--- config.mk ---
export PLATFORM = sky130hd
export DESIGN_NAME = inst_stream_encoder
export DESIGN_NICKNAME = d
export VERILOG_FILES = /design/src/rtl/isa_pkg.sv /design/src/rtl/inst_field_encoder.sv /design/src/rtl/inst_stream_encoder.sv
export SDC_FILE = /design/constraint.sdc
export NUM_CORES = 1
export LEC_CHECK = 0
export ABC_AREA = 1
export BUFFER_PORTS_ARGS = -buffer_cell sky130_fd_sc_hd__clkbuf_2
export CAP_MARGIN = 20
export CORE_MARGIN = 2
export CORE_UTILIZATION = 30
export DETAILED_ROUTE_END_ITERATION = 10
export GPL_ROUTABILITY_DRIVEN = 0
export MAX_ROUTING_LAYER = met4
export SETUP_SLACK_MARGIN = 0.02
export SYNTH_ARGS = -nofsm -noshare
export SYNTH_HDL_FRONTEND = slang
export SYNTH_HIERARCHICAL = 1
export SYNTH_SLANG_ARGS = --single-unit
--- constraint.sdc ---
create_clock -name clk -period 2.6 [get_ports clk]
set_input_delay 0.52 -clock clk [delete_from_list [all_inputs] [get_ports clk]]
set_output_delay 0.52 -clock clk [all_outputs]
set_load 0.01 [all_outputs]
--- src/rtl/isa_pkg.sv ---
// Shared RV32I encoding constants for the program-loader encoder and the
// single-cycle control decoder, so both sides agree on opcode values.
package isa_pkg;

  // opcode[6:2] values; the control decoder matches on these five bits
  localparam logic [4:0] OP5_RTYPE  = 5'b01100;
  localparam logic [4:0] OP5_LOAD   = 5'b00000;
  localparam logic [4:0] OP5_STORE  = 5'b01000;
  localparam logic [4:0] OP5_BRANCH = 5'b11000;

  // Full 7-bit opcodes; RV32I base instructions always end in 2'b11
  localparam logic [6:0] OPC_RTYPE  = {OP5_RTYPE,  2'b11};
  localparam logic [6:0] OPC_LOAD   = {OP5_LOAD,   2'b11};
  localparam logic [6:0] OPC_STORE  = {OP5_STORE,  2'b11};
  localparam logic [6:0] OPC_BRANCH = {OP5_BRANCH, 2'b11};

  // Fixed funct3 values for the non-R-type requests
  localparam logic [2:0] F3_WORD = 3'b010;
  localparam logic [2:0] F3_BEQ  = 3'b000;

  // funct7 choices for R-type (f7b5 selects the SUB/SRA flavour)
  localparam logic [6:0] F7_ALT  = 7'b0100000;
  localparam logic [6:0] F7_BASE = 7'b0000000;

  // Symbolic request kinds on the op_sel input
  typedef enum logic [1:0] {
    OP_RTYPE = 2'd0,
    OP_LW    = 2'd1,
    OP_SW    = 2'd2,
    OP_BEQ   = 2'd3
  } op_sel_e;

  // Loader progress states
  typedef enum logic [1:0] {
    ST_IDLE = 2'd0,
    ST_LOAD = 2'd1,
    ST_FULL = 2'd2
  } load_state_e;

endpackage

--- src/rtl/inst_field_encoder.sv ---
// Purely combinational packer: symbolic instruction fields in, 32-bit RV32I
// word out. No state; the top level registers the result.
module inst_field_encoder
  import isa_pkg::*;
(
  input  logic [1:0]  i_op_sel,
  input  logic [2:0]  i_funct3,
  input  logic        i_f7b5,
  input  logic [4:0]  i_rd,
  input  logic [4:0]  i_rs1,
  input  logic [4:0]  i_rs2,
  input  logic [12:0] i_imm,
  output logic [31:0] o_word
);

  // Branch offsets are always even, so imm[0] is intentionally dropped
  logic w_unused_imm0;
  assign w_unused_imm0 = i_imm[0];

  // Select the field layout for the requested instruction format
  always_comb begin
    o_word = 32'h0000_0000;
    case (op_sel_e'(i_op_sel))
      OP_RTYPE: o_word = {(i_f7b5 ? F7_ALT : F7_BASE), i_rs2, i_rs1,
                          i_funct3, i_rd, OPC_RTYPE};
      OP_LW:    o_word = {i_imm[11:0], i_rs1, F3_WORD, i_rd, OPC_LOAD};
      OP_SW:    o_word = {i_imm[11:5], i_rs2, i_rs1, F3_WORD,
                          i_imm[4:0], OPC_STORE};
      OP_BEQ:   o_word = {i_imm[12], i_imm[10:5], i_rs2, i_rs1, F3_BEQ,
                          i_imm[4:1], i_imm[11], OPC_BRANCH};
      default:  o_word = 32'h0000_0000;
    endcase
  end

endmodule

--- src/rtl/inst_stream_encoder.sv ---
// Program-loader front end: accepts symbolic instruction requests, encodes
// them and writes them to consecutive instruction-memory words through a
// single registered output stage. Stops accepting once DEPTH words are in.
module inst_stream_encoder
  import isa_pkg::*;
#(
  parameter int ADDR_W = 6,
  parameter int DEPTH  = 64
)(
  input  logic              clk,
  input  logic              rst,
  input  logic              clear,
  input  logic              req_valid,
  output logic              req_ready,
  input  logic [1:0]        op_sel,
  input  logic [2:0]        funct3,
  input  logic              f7b5,
  input  logic [4:0]        rd,
  input  logic [4:0]        rs1,
  input  logic [4:0]        rs2,
  input  logic [12:0]       imm,
  output logic              mem_we,
  output logic [ADDR_W-1:0] mem_addr,
  output logic [31:0]       mem_wdata,
  output logic [ADDR_W:0]   count,
  output logic              done
);

  // Count value at which the next accept fills the memory
  localparam logic [ADDR_W:0] LAST_COUNT = (ADDR_W + 1)'(DEPTH - 1);

  load_state_e       r_state;
  load_state_e       w_state_nxt;
  logic [ADDR_W:0]   r_count;
  logic [ADDR_W:0]   w_count_nxt;
  logic              r_we;
  logic [ADDR_W-1:0] r_addr;
  logic [31:0]       r_wdata;
  logic [31:0]       w_word;
  logic              w_ready_core;
  logic              w_accept;

  inst_field_encoder u_field_encoder (
    .i_op_sel (op_sel),
    .i_funct3 (funct3),
    .i_f7b5   (f7b5),
    .i_rd     (rd),
    .i_rs1    (rs1),
    .i_rs2    (rs2),
    .i_imm    (imm),
    .o_word   (w_word)
  );

  // Clear takes priority over a request, so it also drops ready; reset
  // forces ready low without waiting for a clock edge
  assign w_ready_core = (r_state != ST_FULL) & ~clear;
  assign w_accept     = req_valid & w_ready_core;
  assign req_ready    = w_ready_core & ~rst;

  // Next-state and next-count logic for the loader FSM
  always_comb begin
    w_state_nxt = r_state;
    w_count_nxt = r_count;
    if (clear) begin
      w_state_nxt = ST_IDLE;
      w_count_nxt = '0;
    end else begin
      case (r_state)
        ST_IDLE, ST_LOAD: begin
          if (w_accept) begin
            w_count_nxt = r_count + 1'b1;
            w_state_nxt = (r_count == LAST_COUNT) ? ST_FULL : ST_LOAD;
          end
        end
        ST_FULL: w_state_nxt = ST_FULL;
        default: w_state_nxt = ST_IDLE;
      endcase
    end
  end

  // State and word-count registers
  always_ff @(posedge clk or posedge rst) begin
    if (rst) begin
      r_state <= ST_IDLE;
      r_count <= '0;
    end else begin
      r_state <= w_state_nxt;
      r_count <= w_count_nxt;
    end
  end

  // Output stage: capture the encoded word and its address on each accept
  always_ff @(posedge clk or posedge rst) begin
    if (rst) begin
      r_we    <= 1'b0;
      r_addr  <= '0;
      r_wdata <= 32'h0000_0000;
    end else begin
      r_we <= w_accept;
      if (w_accept) begin
        r_addr  <= r_count[ADDR_W-1:0];
        r_wdata <= w_word;
      end
    end
  end

  // A clear arriving while a write is presented cancels that write
  assign mem_we    = r_we & ~clear;
  assign mem_addr  = r_addr;
  assign mem_wdata = r_wdata;
  assign count     = r_count;
  assign done      = (r_state == ST_FULL);

endmodule

# After elaboration in Yosys (flattened, before gate mapping)

Cells that the tools add are included.

Bits in latches: 0
Flip-flop bits (word level): 48
ROM bits: 0
Bits of input ports: 38
Memory bits (writable): 0
Output and inout port bits: 48
Memories kept: 0

Mux-type cells: 9
Bitwise logic cells: 6
Reduce and logical (&&, ||, !) cells: 6
Add/sub/neg operators: 1
Shift operators: 0
$lt $le $gt $ge: 0
Divide/modulo/power cells: 0
$mul: 0
Equal/unequal tests: 8

Operators with widths:

| cell                | number |
|---|---|
| $pmux 32 s4         | 1 |
| $mux 7              | 3 |
| $add 7x1->7 const B | 1 |
| $eq 7x6->1 const B  | 1 |
| $eq 2x2->1 const B  | 3 |
| $mux 2              | 3 |
| $mux 6              | 1 |
| $and 1x1->1         | 4 |
| $eq 2x1->1 const B  | 2 |
| $logic_not 2->1     | 2 |
| $pmux 2 s2          | 1 |
| $reduce_bool 2->1   | 2 |
| $ne 3x3->1 const B  | 1 |
| $ne 2x2->1 const B  | 1 |
| $not 1->1           | 2 |
| $reduce_and 2->1    | 1 |
| $reduce_or 2->1     | 1 |

# Depth between registers and ports, before layout

Gate-level depths: netlist of run 1.

Word-level depth: 6
Depth in mapped cells: 9
Mapped depth without buffers: 8

# Hierarchy

Netlist of run 1, hierarchy kept.

By module, submodules not included:

| module              | area each (sq um) | cells each | seq. area each (sq um) | instances |
|---|---|---|---|---|
| inst_stream_encoder | 2001.9            | 228        | 1201.2                 | 1 |
| inst_field_encoder  | 414.1             | 82         | 0.0                    | 1 |

# Least setup slack after synthesis of run 1

OpenSTA, ideal clock, no wires.

Kind: register to output
Start point: register r_state[1]
End point: output req_ready
Slack: 1.169 ns
Buffers on the path: 0
Stages on the path, launching flop included: 5
Arrival: 0.911 ns
Data required time: 2.080 ns
Cells stage by stage: dfrtp_1 -> inv_2 -> or2_4 -> inv_1 -> nor3_1

Cells in the longest elaborated chain, start to end: 3

RTL lines:

| element                  | RTL line                  | source |
|---|---|---|
| start: declaration       | inst_stream_encoder.sv:32 | `load_state_e r_state;` |
| start signal: assignment | inst_stream_encoder.sv:87 | `r_state <= w_state_nxt;` |
| $ne 2x2->1               | inst_stream_encoder.sv:56 | `assign w_ready_core = (r_state != ST_FULL) & ~clear;` |
| $and 1x1->1              | inst_stream_encoder.sv:56 |  |
| $and 1x1->1              | inst_stream_encoder.sv:58 | `assign req_ready = w_ready_core & ~rst;` |
| end: declaration         | inst_stream_encoder.sv:14 | `output logic req_ready,` |

Every way passes these cells.

# Worst setup path in the final report of run 1

Same ends and word-level chain as after synthesis.

==> results.ini, run 1 <==
[routing]
drt_wl_total_mm=5.89
vias_per_cell=4.26
wl_per_cell_um=12.0
drt_iter0_markers=64
wl_met1_mm=2.70
final_antenna_net_count=0
wl_met3_um=436
drcViolationCount=0
route.met2.wl_mm=2.71
vias=2095
dr.pass1.iters=4
top_layer_used=met4

[clock_network]
numClockSinks=48
clk_latency_ns=0.29
holdBufCountCts=0
cts_buffer_depth=2
cts_resized=0
cts_buffers=5
htree_levels=2
path_clk_slew_ns=0.08
post-cts-setup-buffers=0
tritoncts=built
root_buffer=clkbuf_8

[final_layout]
antenna_cells=0
final_util_pct=37.8
drive_gt1_share_pct=28.7
layout.cells.non_filler=492
nets=433
syn_to_final_growth_pct=21.6

[die]
initial_core_util_pct=31.1
core_mm2=0.00777
ios=86
die_x_um=93.7
rows=32
die_h_um=93.7
fp.dieArea_mm2=0.00879

[placement]
dp_cells=484
hpwlAfterDp_mm=4.47
io_buffers=85

[setup_path]
crit_chain=inv_2 > or2_4 > inv_1 > nor3_1 > clkbuf_2
worstReg2RegEnd=mem_addr[2]
cp_top_family=flip-flops
slowest_stage=dfrtp_1
crit_type=reg -> out
arrival_ns=1.27
crit_buf_inv=3
startpoint_type=flop
r2r_slack_ns=1.14
reg2regPathDepth=6
crit_path_end_kind=output pin
slowest_delay_ns=0.41
cp_max_fo=4
timing.rr.start=r_state[1]
required_ns=2.08

[synthesis]
synth_cell_types=22
synth.most_common_cell=nand2_1
ys_ff_latch=48
syn-cell-area_mm2=0.00242
syn_avg_cell_area_um2=7.79
netlist_top_cells_area=dfrtp_1 (50%), nand2_1 (23%), inv_1 (3.9%), buf_4 (3.7%), o21ai_0 (3.3%)
synth_edf_count=0
async_flop_share_pct=100
synth-seq-area-share_pct=49.7
synth.top_cell.area_share_pct=49.7
synth_ff_type=dfrtp_1
netlist_instances=310
synth_commonest_cells=nand2_1 (146), dfrtp_1 (48), inv_1 (25)
yosysTopAreaCell=dfrtp_1
yosysWarnings=6

[sta]
fin_setup_tns_ns=0
maxSlewHeadroom_pct=58.3
finalCritPeriodShare_pct=69.0
drv_slew=0
fin_skew_ns=0.00422
max_slew.worst_pin.slew_ns=0.626
finalSetupViolCount=0
hold_viol=0
grt_setup_unrepaired=false
fmax_mhz=557
fin_crit_ns=1.79

[global_routing]
grt_overflow_total=0
grt_pass1_vias=2019
antenna_found_initial=0
grt_first_pass_wirelength_mm=9.60
grt_max_degree=49
grt_util_all_layers_pct=14.1

[pwr]
finalPower_w=0.00162
leakage_nw=1.75
powerDensity_mw_per_mm2=552
max-vdd-ir-drop_mv=0.260

[run]
drv_cap=0

[worst_hold_path]
hold_path_class=in -> async

[status]
status=finished clean

==> power by group <==
group | leakage, nW | switching (W) | internal (W)
Sequential | 0.626 | 0.0000404 | 0.000816
Clock | 0.0455 | 0.000239 | 0.000217
Combinational | 1.08 | 0.000189 | 0.000119
==> flip-flops by register name, indices dropped and copies added, names as in the netlist <==
signal / count
count: 7
mem_wdata: 32
mem_addr: 6
r_we: 1
r_state: 2
==> metrics by stage <==
step           area [µm²]  setup WS (ns)  hold WS, ns
2_1_floorplan        2420          0.936        0.501
3_3_place_gp         2850          0.871        0.466
3_5_place_dp         2850          0.810        0.468
4_1_cts              2940          0.800        0.397
5_1_grt              2940          0.716        0.420
6_report             2940          0.806        0.374
==> how the worst max path moves through the flow <==
stage	startpoint	endpoint	slack, ns	cells past startpoint
after global routing	r_state[1]	req_ready	0.72	5
after floorplan	rst	count[0]	0.94	1
after global placement	op_sel[1]	mem_wdata[26]	0.87	8
after detailed placement	op_sel[1]	mem_wdata[26]	0.81	8
after CTS	r_state[1]	req_ready	0.80	5
final	r_state[1]	req_ready	0.81	5
==> kinds of logic (layout without fill, tap and decap cells) <==
logic type / after synthesis / count (layout) / synth area share, %
AOI/OAI and AO/OA: 21 / 21 / 4.51
adders and majority gates: 6 / 6 / 3.11
buffers and inverters: 47 / 125 / 10.8
DFF: 48 / 48 / 49.7
other: 2 / 4 / 0.311
and+or+nand+nor: 186 / 186 / 31.5
==> worst min-delay path, delay by kind of cell <==
family	cells	cell delay [ns]
buffers and inverters	3	0.63
==> layer usage <==
metal	vias up	GRT usage, %
met5	-	-
met4	0	3.26
met3	5	4.57
met2	58	21.5
met1	947	18.5
li1	1085	-
==> area by class of cell <==
type	count	area [µm²]
Clock buffer	8	90.1
Fill cell	875	4830
Inverter	30	118
Multi-Input combinational cell	217	961
Sequential cell	48	1200
Tap cell	102	128
Timing Repair Buffer	87	440
==> layout by cell type (no fill, tap or decap), types with 4 or more instances in the layout <==
cell	count
nand3_1	7
a21oi_1	4
nand2_2	9
conb_1	4
nor2_1	18
o21ai_0	16
clkbuf_2	85
inv_1	24
ha_1	6
nand2_1	146
inv_2	4
dfrtp_1	48
clkbuf_8	6
(Power assumes the default switching activity.)
==> inputs of run 2 (changes only) <==
Clock period 2.6 ns to 1.4 ns, I/O delays scaled along.
==> run 2 against run 1 <==
  * The run now ends with setup timing left
  * Via count increased by 3.2%
  * Clock skew about the same
  * Global-route usage increased by 0.14 points
  * Final area increased by 3.4%
  * Sequential share of layout area decreased by 1.3 points
  * Core utilization increased by 1.3 points
  * Sequential power increased by 86%
  * Wire length increased by 1.8%
  * Highest routed layer unchanged
==> results.ini, run 2 (same netlist as run 1, synthesis figures left out) <==
[final_layout]
syn_to_final_growth_pct=25.7
fillers=861
antenna_cells=0
largest_reg_flops=32
final_area_mm2=0.00304
drive_gt1_share_pct=31.1
final_cell_mix=nand2_1 (146), clkbuf_2 (83), dfrtp_1 (48)
layout_commonest_cell=nand2_1
nets=443
final_util_pct=39.1

[die]
fp.dieArea_mm2=0.00879
core_mm2=0.00777
die_x_um=93.7
ios=86
rows=32
initial_core_util_pct=31.1
die_h_um=93.7

[routing]
drcViolationCount=0
drt_wl_total_mm=5.99
vias_per_cell=4.32
dr.pass1.iters=5
drt_iter0_markers=78
final_antenna_net_count=0
wl_per_cell_um=12.0
vias=2162

[status]
violations=setup timing
status=finished, violations left

[setup_path]
startpoint_type=flop
crit_path_end_kind=output pin
r2r_slack_ns=0.12
crit_type=reg -> out
arrival_ns=1.16
required_ns=1.12
cp_max_fo=2

[placement]
hpwlAfterDp_mm=4.47
place_area_mm2=0.00291
dp_slack_ns=0.0912
io_buffers=85

[sta]
fin_crit_ns=1.44
finalSetupViolCount=1
hold_slack_ns=0.0456
fin_skew_ns=0.00419
grt_setup_unrepaired=true
finalCritPeriodShare_pct=103
drv_slew=0
fin_ws_ns=-0.0410
hold_viol=0
fmax_mhz=694

[clock_network]
clk_latency_ns=0.29
root_buffer=clkbuf_8
cts_buffers=5
numClockSinks=48
htree_levels=2
cts_buffer_depth=2
tritoncts=built
path_clk_slew_ns=0.09

[global_routing]
grt_max_degree=49
grt_pass1_vias=2120
grt_first_pass_wirelength_mm=9.76
antenna_found_initial=0
grt_util_all_layers_pct=14.3
grt_overflow_total=0

[pwr]
powerDensity_mw_per_mm2=981
leakage_nw=1.80
max-vdd-ir-drop_mv=0.388

[worst_hold_path]
hold_path_class=in -> async

[run]
drv_cap=0

==> run 2: layout make-up <==
cell class | instances | area [µm²] | share of cell area (%)
flip-flops and latches | 48 | 1200 | 39.5
multi-input cells | 217 | 966 | 31.8
repair buffers | 97 | 539 | 17.8
well taps | 102 | 128 | 4.20
inverters | 30 | 126 | 4.16
clock buffers | 6 | 72.6 | 2.39
clock inverters | 1 | 5.00 | 0.165
==> run 2: path summary, 6_finish.rpt <==
check | from | end | cells after the start
min reg2reg | mem_wdata[15] | mem_wdata[15] | 2
max in group asynchronous | rst | mem_wdata[10] | 3
min | rst | mem_wdata[29] | 3
max reg2reg | r_state[1] | mem_wdata[11] | 7
max | r_state[1] | req_ready | 5
min in group clk | rs1[2] | mem_wdata[17] | 3
==> run 2: critical path: stages, from the launching register on <==
cell and delay [ns]:
dfrtp_1 0.37, inv_2 0.04, or2_4 0.23, inv_2 0.06, nor3_2 0.03, buf_2 0.14
==> run 2: power breakdown <==
group          switching (W)  total (W)  internal (W)
Clock               0.000450   0.000791      0.000341
Sequential         0.0000737    0.00159       0.00152
Combinational       0.000359   0.000600      0.000241
==> run 2: timing repair <==
item                                    4_1_cts  5_1_grt
gates resized for setup                       2        7
hold buffers                                  0        0
pin swaps                                     2        2
endpoints found under the setup margin        2       32
hold endpoints to repair                      0        0
setup buffers                                 3        1
==> run 2: per-layer routing <==
layer  vias to the layer above  part of all wire [%]  global-route usage (%)
met5                         -                     0                       -
met4                         0                  0.52                    3.26
met3                         4                   6.0                    3.37
met2                        62                    47                    24.1
met1                       995                    46                    17.5
li1                       1101                     -                       -
==> run 2: metrics by stage <==
stage / TNS, ns / cells / total power [W]
6_report: -0.0410 / 501 / 0.00298
5_1_grt: -0.161 / 501 / 0.00318
4_1_cts: -0.0994 / 500 / 0.00304
3_5_place_dp: 0 / 490 / 0.00223
3_3_place_gp: 0 / 490 / 0.00222
2_1_floorplan: 0 / 312 / 0.00196
==> inputs of run 3 (changes only) <==
Settings changed: CORE_MARGIN 2 to default, CTS_CLUSTER_DIAMETER from default to 150, SETUP_SLACK_MARGIN 0.02 to default.
==> run 3 against run 2 <==
  * The run still ends with setup timing left
  * Register-to-register slack got worse by 0.16 ns
  * Flip-flop and latch count did not move
  * Cell count rose by 2.0%
  * Setup slack got worse by 0.039 ns
  * Sequential power barely moved
  * Wire length rose by 8.2%
  * Power rose by 11%
  * Worst hold slack got worse by 0.011 ns
  * Clock skew rose by 0.0047 ns
  * Global-route usage rose by 0.99 points
  * Via count rose by 1.2%
  * Critical path depth did not move
  * Largest power group unchanged
  * Highest routed layer unchanged
==> results.ini, run 3 (same netlist as run 1, synthesis figures left out) <==
[sta]
finalSetupViolCount=22
grt_setup_unrepaired=true
fin_setup_tns_ns=-0.534
fin_crit_ns=1.48
finalCritPeriodShare_pct=106
fmax_mhz=676
drv_slew=0
fin_ws_ns=-0.0797
hold_viol=0
fin_skew_ns=0.00891

[setup_path]
crit_path_end_kind=output pin
cp_max_fo=4
crit_type=reg -> out
startpoint_type=flop
crit_chain=inv_2 > or2_4 > inv_2 > nor3_2 > buf_2
worstReg2RegEnd=mem_wdata[4]
cpMostUsedCell=inv_2
setup.worst_path.start=r_state[1]
required_ns=1.12
arrival_ns=1.20
crit_buf_inv=3
r2r_slack_ns=-0.04
reg2regPathDepth=8
timing.rr.start=r_state[1]
slowest_delay_ns=0.38
cp_top_family=flip-flops
slowest_stage=dfrtp_1

[pwr]
leakage_nw=1.91
powerDensity_mw_per_mm2=1020
max-vdd-ir-drop_mv=0.405
finalPower_w=0.00332

[routing]
wl_per_cell_um=12.7
vias_per_cell=4.28
drcViolationCount=0
drt_wl_total_mm=6.49
vias=2188
final_antenna_net_count=0
dr.pass1.iters=4
drt_iter0_markers=92

[global_routing]
met3_usage_pct=3.48
grt_first_pass_wirelength_mm=9.81
grt_max_degree=49
grt_util_all_layers_pct=15.3
met2_usage_pct=25.3
gr-usage-met1_pct=19.0
antenna_found_initial=0
busiest_layer=met2
grt_overflow_total=0
grt_pass1_vias=2069

[die]
fp.dieArea_mm2=0.00842
ios=86
core_mm2=0.00777
initial_core_util_pct=31.1
rows=32
die_x_um=91.7
die_h_um=91.7

[final_layout]
fillers=828
final_area_mm2=0.00326
largest_reg_flops=32
drive_gt1_share_pct=34.5
antenna_cells=0
final_cell_mix=nand2_1 (142), clkbuf_2 (83), dfrtp_1 (48)
syn_to_final_growth_pct=35.1
layout_commonest_cell=nand2_1
nets=452
seq_area_mm2=0.00120
multi_input_area_um2=983

[clock_network]
clk_latency_ns=0.31
cts_buffers=5
htree_levels=2
numClockSinks=48
cts_buffer_depth=2
path_clk_slew_ns=0.10
holdBufCountCts=0
root_buffer=clkbuf_8
tritoncts=built

[status]
violations=setup timing
status=finished, violations left

[placement]
place_area_mm2=0.00291
hpwlAfterDp_mm=4.30
io_buffers=85

[worst_hold_path]
hold_path_class=in -> async

[run]
drv_cap=0

-- run 3: repair_timing --
item                                    4_1_cts  5_1_grt
buffers inserted                              2        6
gates resized for setup                       3       29
pin swaps                                     2        5
gates cloned                                  0        5
endpoints found under the setup margin        2       40
-- run 3: stage by stage --
stage	instances	utilization (%)	setup slack, ns	hold slack (ns)
2_1_floorplan	312	-	0.209	0.310
6_report	511	42.0	-0.0797	0.0346
4_1_cts	500	39.2	-0.120	0.0474
5_1_grt	511	42.0	-0.168	0.0417
3_5_place_dp	490	37.5	0.0321	0.385
3_3_place_gp	490	37.5	0.0831	0.379
-- run 3: final cells by class --
cell class | count | area share (%)
multi-input cells | 217 | 30.1
repair buffers | 103 | 20.6
well taps | 102 | 3.91
inverters | 30 | 4.02
clock inverters | 3 | 1.42
flip-flops and latches | 48 | 36.8
clock buffers | 5 | 2.11
repair inverters | 3 | 1.03
-- run 3: power by group --
group	switching [W]	leakage (nW)	total [W]	internal, W
clock	0.000513	0.0548	0.00105	0.000539
combinational	0.000389	1.23	0.000675	0.000287
sequential	0.0000743	0.626	0.00159	0.00152
-- run 3: worst reg2reg max path, delay by kind of cell, from the launching register on --
family,cells,cell delay [ns]
buf+inv,4,0.51
flops,1,0.38
simple gates,4,0.50
-- run 3: per-layer routing --
layer | part of all wire, % | routed length (µm)
met1 | 47 | 3030
met2 | 48 | 3130
met4 | 0.39 | 25
met3 | 4.6 | 298
met5 | 0 | 0
-- run 3: worst max-delay path by stage --
stage	cells past startpoint	slack [ns]	to
final	5	-0.08	req_ready
after floorplan	4	0.21	req_ready
after global placement	7	0.08	mem_wdata[29]
after CTS	5	-0.12	req_ready
after global routing	5	-0.17	req_ready
after detailed placement	6	0.03	mem_wdata[27]
